**src/rtl/dff_bank_arbiter_pkg.sv**
```systemverilog
// Shared types and defaults for the round-robin shared-register write arbiter.
package dff_bank_arbiter_pkg;

  typedef enum logic [1:0] {
    StIdle,
    StGrant,
    StAck
  } arb_state_e;

  localparam int unsigned DefaultN        = 4;
  localparam int unsigned DefaultW        = 8;
  localparam int unsigned DefaultBurstMax = 4;

  // Width of a requester index; never zero so a 1-requester build stays legal.
  function automatic int unsigned owner_w(input int unsigned n);
    return (n > 1) ? $clog2(n) : 1;
  endfunction

endpackage

```
**src/rtl/dff_en_reg.sv**
```systemverilog
// W-bit D flip-flop register with load enable and asynchronous active-high reset.
module dff_en_reg #(
  parameter int unsigned    W         = 8,
  parameter logic [W-1:0]   RESET_VAL = '0
) (
  input  logic         clk,
  input  logic         async_reset,
  input  logic         en,
  input  logic [W-1:0] d,
  output logic [W-1:0] q
);

  logic [W-1:0] r_q;

  always_ff @(posedge clk or posedge async_reset) begin
    if (async_reset) begin
      r_q <= RESET_VAL;
    end else if (en) begin
      r_q <= d;
    end
  end

  assign q = r_q;

endmodule

```
**src/rtl/dff_bank_arbiter.sv**
```systemverilog
// Round-robin write arbiter in front of a shared W-bit register.
// Optional burst mode: define ARB_BURST_EN to allow up to BURST_MAX writes per grant.
module dff_bank_arbiter
  import dff_bank_arbiter_pkg::*;
#(
  parameter int unsigned  N         = DefaultN,
  parameter int unsigned  W         = DefaultW,
  parameter logic [W-1:0] RESET_VAL = '0,
  parameter int unsigned  BURST_MAX = DefaultBurstMax
) (
  input  logic                  clk,
  input  logic                  async_reset,
  input  logic [N-1:0]          req,
  input  logic [N*W-1:0]        wr_data,
  output logic [N-1:0]          grant,
  output logic [N-1:0]          ack,
  output logic [owner_w(N)-1:0] owner,
  output logic                  busy,
  output logic [W-1:0]          reg_q
);

  localparam int unsigned OW = owner_w(N);

  arb_state_e    r_state;
  logic [N-1:0]  r_grant;
  logic [N-1:0]  r_ack;
  logic [OW-1:0] r_owner;
  logic [OW-1:0] r_last_owner;
  logic          r_busy;

  logic          w_found;
  logic [OW-1:0] w_winner;
  logic [N-1:0]  w_owner_oh;
  logic          w_we;
  logic [W-1:0]  w_wr_sel;

`ifdef ARB_BURST_EN
  localparam int unsigned CW = $clog2(BURST_MAX + 1);
  logic [CW-1:0] r_burst_cnt;
  logic          w_burst_more;

  assign w_burst_more = req[r_owner] && (int'(r_burst_cnt) < int'(BURST_MAX) - 1);
`endif

  // Search starts just past the last grantee so it gets lowest priority.
  always_comb begin
    w_found  = 1'b0;
    w_winner = '0;
    for (int k = 1; k <= int'(N); k++) begin
      if (!w_found && req[(int'(r_last_owner) + k) % int'(N)]) begin
        w_found  = 1'b1;
        w_winner = OW'((int'(r_last_owner) + k) % int'(N));
      end
    end
  end

  assign w_owner_oh = {{(N-1){1'b0}}, 1'b1} << r_owner;
  assign w_we       = (r_state == StGrant);
  assign w_wr_sel   = wr_data[int'(r_owner)*W +: W];

  always_ff @(posedge clk or posedge async_reset) begin
    if (async_reset) begin
      r_state      <= StIdle;
      r_grant      <= '0;
      r_ack        <= '0;
      r_owner      <= '0;
      r_last_owner <= OW'(N - 1);
      r_busy       <= 1'b0;
`ifdef ARB_BURST_EN
      r_burst_cnt  <= '0;
`endif
    end else begin
      unique case (r_state)
        StIdle: begin
          r_ack <= '0;
          if (w_found) begin
            r_grant <= {{(N-1){1'b0}}, 1'b1} << w_winner;
            r_owner <= w_winner;
            r_busy  <= 1'b1;
            r_state <= StGrant;
`ifdef ARB_BURST_EN
            r_burst_cnt <= '0;
`endif
          end
        end
        StGrant: begin
          r_ack   <= w_owner_oh;
          r_state <= StAck;
        end
        StAck: begin
          r_ack <= '0;
`ifdef ARB_BURST_EN
          if (w_burst_more) begin
            r_burst_cnt <= r_burst_cnt + 1'b1;
            r_state     <= StGrant;
          end else begin
            r_grant      <= '0;
            r_busy       <= 1'b0;
            r_last_owner <= r_owner;
            r_state      <= StIdle;
          end
`else
          r_grant      <= '0;
          r_busy       <= 1'b0;
          r_last_owner <= r_owner;
          r_state      <= StIdle;
`endif
        end
        default: begin
          r_grant <= '0;
          r_ack   <= '0;
          r_busy  <= 1'b0;
          r_state <= StIdle;
        end
      endcase
    end
  end

  dff_en_reg #(
    .W         (W),
    .RESET_VAL (RESET_VAL)
  ) u_shared_reg (
    .clk         (clk),
    .async_reset (async_reset),
    .en          (w_we),
    .d           (w_wr_sel),
    .q           (reg_q)
  );

  assign grant = r_grant;
  assign ack   = r_ack;
  assign owner = r_owner;
  assign busy  = r_busy;

endmodule

```
**config.mk**
```make
export PLATFORM = sky130hd
export DESIGN_NAME = dff_bank_arbiter
export DESIGN_NICKNAME = d
export VERILOG_FILES = /design/src/rtl/dff_bank_arbiter_pkg.sv /design/src/rtl/dff_en_reg.sv /design/src/rtl/dff_bank_arbiter.sv
export SDC_FILE = /design/constraint.sdc
export NUM_CORES = 1
export LEC_CHECK = 0
export BUFFER_PORTS_ARGS = -buffer_cell sky130_fd_sc_hd__clkbuf_2
export CORE_ASPECT_RATIO = 0.7
export CORE_MARGIN = 4
export CORE_UTILIZATION = 47
export CTS_BUF_LIST = sky130_fd_sc_hd__clkbuf_8
export CTS_CLUSTER_DIAMETER = 200
export DETAILED_ROUTE_END_ITERATION = 10
export PLACE_DENSITY_LB_ADDON = 0.12
export SLEW_MARGIN = 20
export SYNTH_ARGS = -nofsm -noshare
export SYNTH_HDL_FRONTEND = slang
export SYNTH_SLANG_ARGS = --single-unit
```
**constraint.sdc**
```tcl
create_clock -name clk -period 2.2 [get_ports clk]
set_input_delay 0.11 -clock clk [delete_from_list [all_inputs] [get_ports clk]]
set_output_delay 0.11 -clock clk [all_outputs]
set_load 0.01 [all_outputs]
```
==> metrics.txt <==
Num CTS Buffers=3; DP Cell Count=171; ys async rst share=100%; clk slew on worst S/H paths=0.08 ns; Final Setup Violations=0; DRC Markers=0; fill count=194; Die Y=49.4 um; reg-to-reg endpoint=u_shared_reg.q[5]; status=complete, but fails checks; CTS tree=yes; post-route ant nets=0; number of diodes=0; hold_ws=-0.0224 ns; top-count cell post-synth=dfrtp_1; Via-to-Cell Ratio=5.05; fin util=66.9%; PD cells=1340 mW/mm^2; number of port buffers=56; failing checks=hold timing; Mapped Area=0.00115 mm^2; final non-filler cell total=175; FF+latch area=578 um^2; Post-CTS Repair Setup Buffers=0; Initial DRC Count=25; routed length per instance=14.1 um; Synth Net Count=124; R2R cell count=2; Worst setup SP type=flop; nets=182; HP Class=input port to asynchronous set/reset pin; final wirelength=2.47 mm; Crit. Startpoint=owner[0]; reg2reg setup slack=0.44 ns; vias in the first global route=878; GRT Residual Overflow=0; initial antenna violation count=0; top cell type's share of synthesized area=45.7%; Final Hold Fails=21; Setup TNS=0 ns; Overall Power=0.00200 W; RSZ-0062 raised after global routing=no; clk sinks=23; Clock Skews=0.00364 ns; Post-synth top cells=dfrtp_1, nor2_1, inv_1; Synth Register Bits=23; Row Count=14; leak pwr=0.749 nW; crit end category=flop; Synth-to-Final Area Change=30.5%; die area=0.00331 mm^2; first-pass GRT wire length=4.16 mm; hold buffers post-CTS=0; footprint of the multi-input gates=526 um^2; Synth Flop Type=dfrtp_1; minimum clock period=1.76 ns; worst IR drop on VDD=0.799 mV; RR Startpoint=owner[0]; DP HPWL=2.01 mm; RD Place Congestion=0.832; EDFF count, synth=0; Synth cell types=25; core area=0.00224 mm^2; CTS Root Cell=clkbuf_8; Die Width=67.1 um; largest net degree at the start of global routing=24; CP Data Required Time=2.35 ns; Worst Setup EP=u_shared_reg.q[5]; post-synthesis sequential area ratio=50.3%; WS Path Type=flop to flop; Synthesis Warnings=0; Initial DRT Pass Iterations=4; layout cells sized above 1=54.5%; later-pin clock latency in the skew report=0.26 ns; Top Ports=57; Critical Path Fanout Max=14; Gates resized, CTS repair=0; Cells after Synth=86; leading area contributor after synthesis=dfrtp_1; period utilization=80.1%; GRT Util Overall=16.3%; Bufs on Longest Clock Path=2; initial cell density of the core=51.3%; fmax=0.568 GHz; worst-margin pin slew=0.818 ns; Max Slew Vio Count=0; WP data arrival=1.91 ns; largest cells by area after synthesis=dfrtp_1, mux4_2, mux4_1, mux2_4, dfstp_2; vias=884; Relative slew margins=45.4%; syn avg cell area=13.4 um^2; max-cap check violation count=0; H-tree levels=1
sequential cells by signal, summed over array words and instances (netlist names):
register,count
u_shared_reg.q,8
ack,4
grant,4
owner,2
r_last_owner,2
r_state,2
busy,1
routing by layer:
layer	up-vias	routed length, um	track usage, %	share of wire (%)
met2	40	1210	25.1	49
li1	431	-	-	-
met1	411	1070	23.5	43
met4	0	1	0	0.040
met3	2	190	5.76	7.7
met5	-	0	0	0
kinds of logic (layout without fill, tap and decap cells):
group / count (synthesis) / count (layout) / share of synthesized area, %
compound gates: 12 / 12 / 7.51
buf+inv: 10 / 67 / 4.03
mux: 18 / 18 / 28.0
simple gates: 23 / 23 / 10.2
flops: 23 / 23 / 50.3
layout by cell type (no fill, tap or decap), drive strengths merged, types with 3 or more instances in the layout:
cell and n:
a21oi 3, clkbuf 59, dfrtp 21, inv 6
mux2 9, mux4 8, nand2 4, nand2b 4
nor2 8, nor3b 3, o32ai 4
report_power, final:
part           switching (W)  internal (W)  leakage, nW  total, W
registers           0.000208      0.000633        0.282  0.000841
logic               0.000384      0.000524        0.442  0.000908
clock network       0.000130      0.000126       0.0255  0.000256
total               0.000722       0.00128        0.749   0.00200
how the worst min path moves through the flow:
stage / start / end / slack, ns / cells after the start
floorplan: async_reset / ack[0] / 0.11 / 1
global placement: async_reset / u_shared_reg.q[0] / 0.30 / 2
detailed placement: async_reset / u_shared_reg.q[0] / 0.30 / 2
CTS: async_reset / u_shared_reg.q[2] / 0.009 / 2
global route: async_reset / u_shared_reg.q[2] / 0.05 / 2
finish: async_reset / u_shared_reg.q[2] / -0.02 / 2
worst max-delay path, stage by stage (launching register included):
cell and delay (ns):
dfrtp_1 0.75, mux4_1 0.63, mux2_2 0.28
cell type report:
cell class,count,share of cell area (%)
multi-input cells,53,35.0
clock inverters,1,0.334
flip-flops and latches,23,38.5
clock buffers,3,2.75
inverters,6,1.50
well taps,32,2.67
repair buffers,57,19.2
stage by stage:
step	setup WS [ns]	area (um^2)
floorplan	0.686	1150
global placement	0.462	1450
detailed placement	0.414	1450
CTS	0.411	1500
global route	0.330	1500
finish	0.438	1500
(Power assumes the default switching activity.)
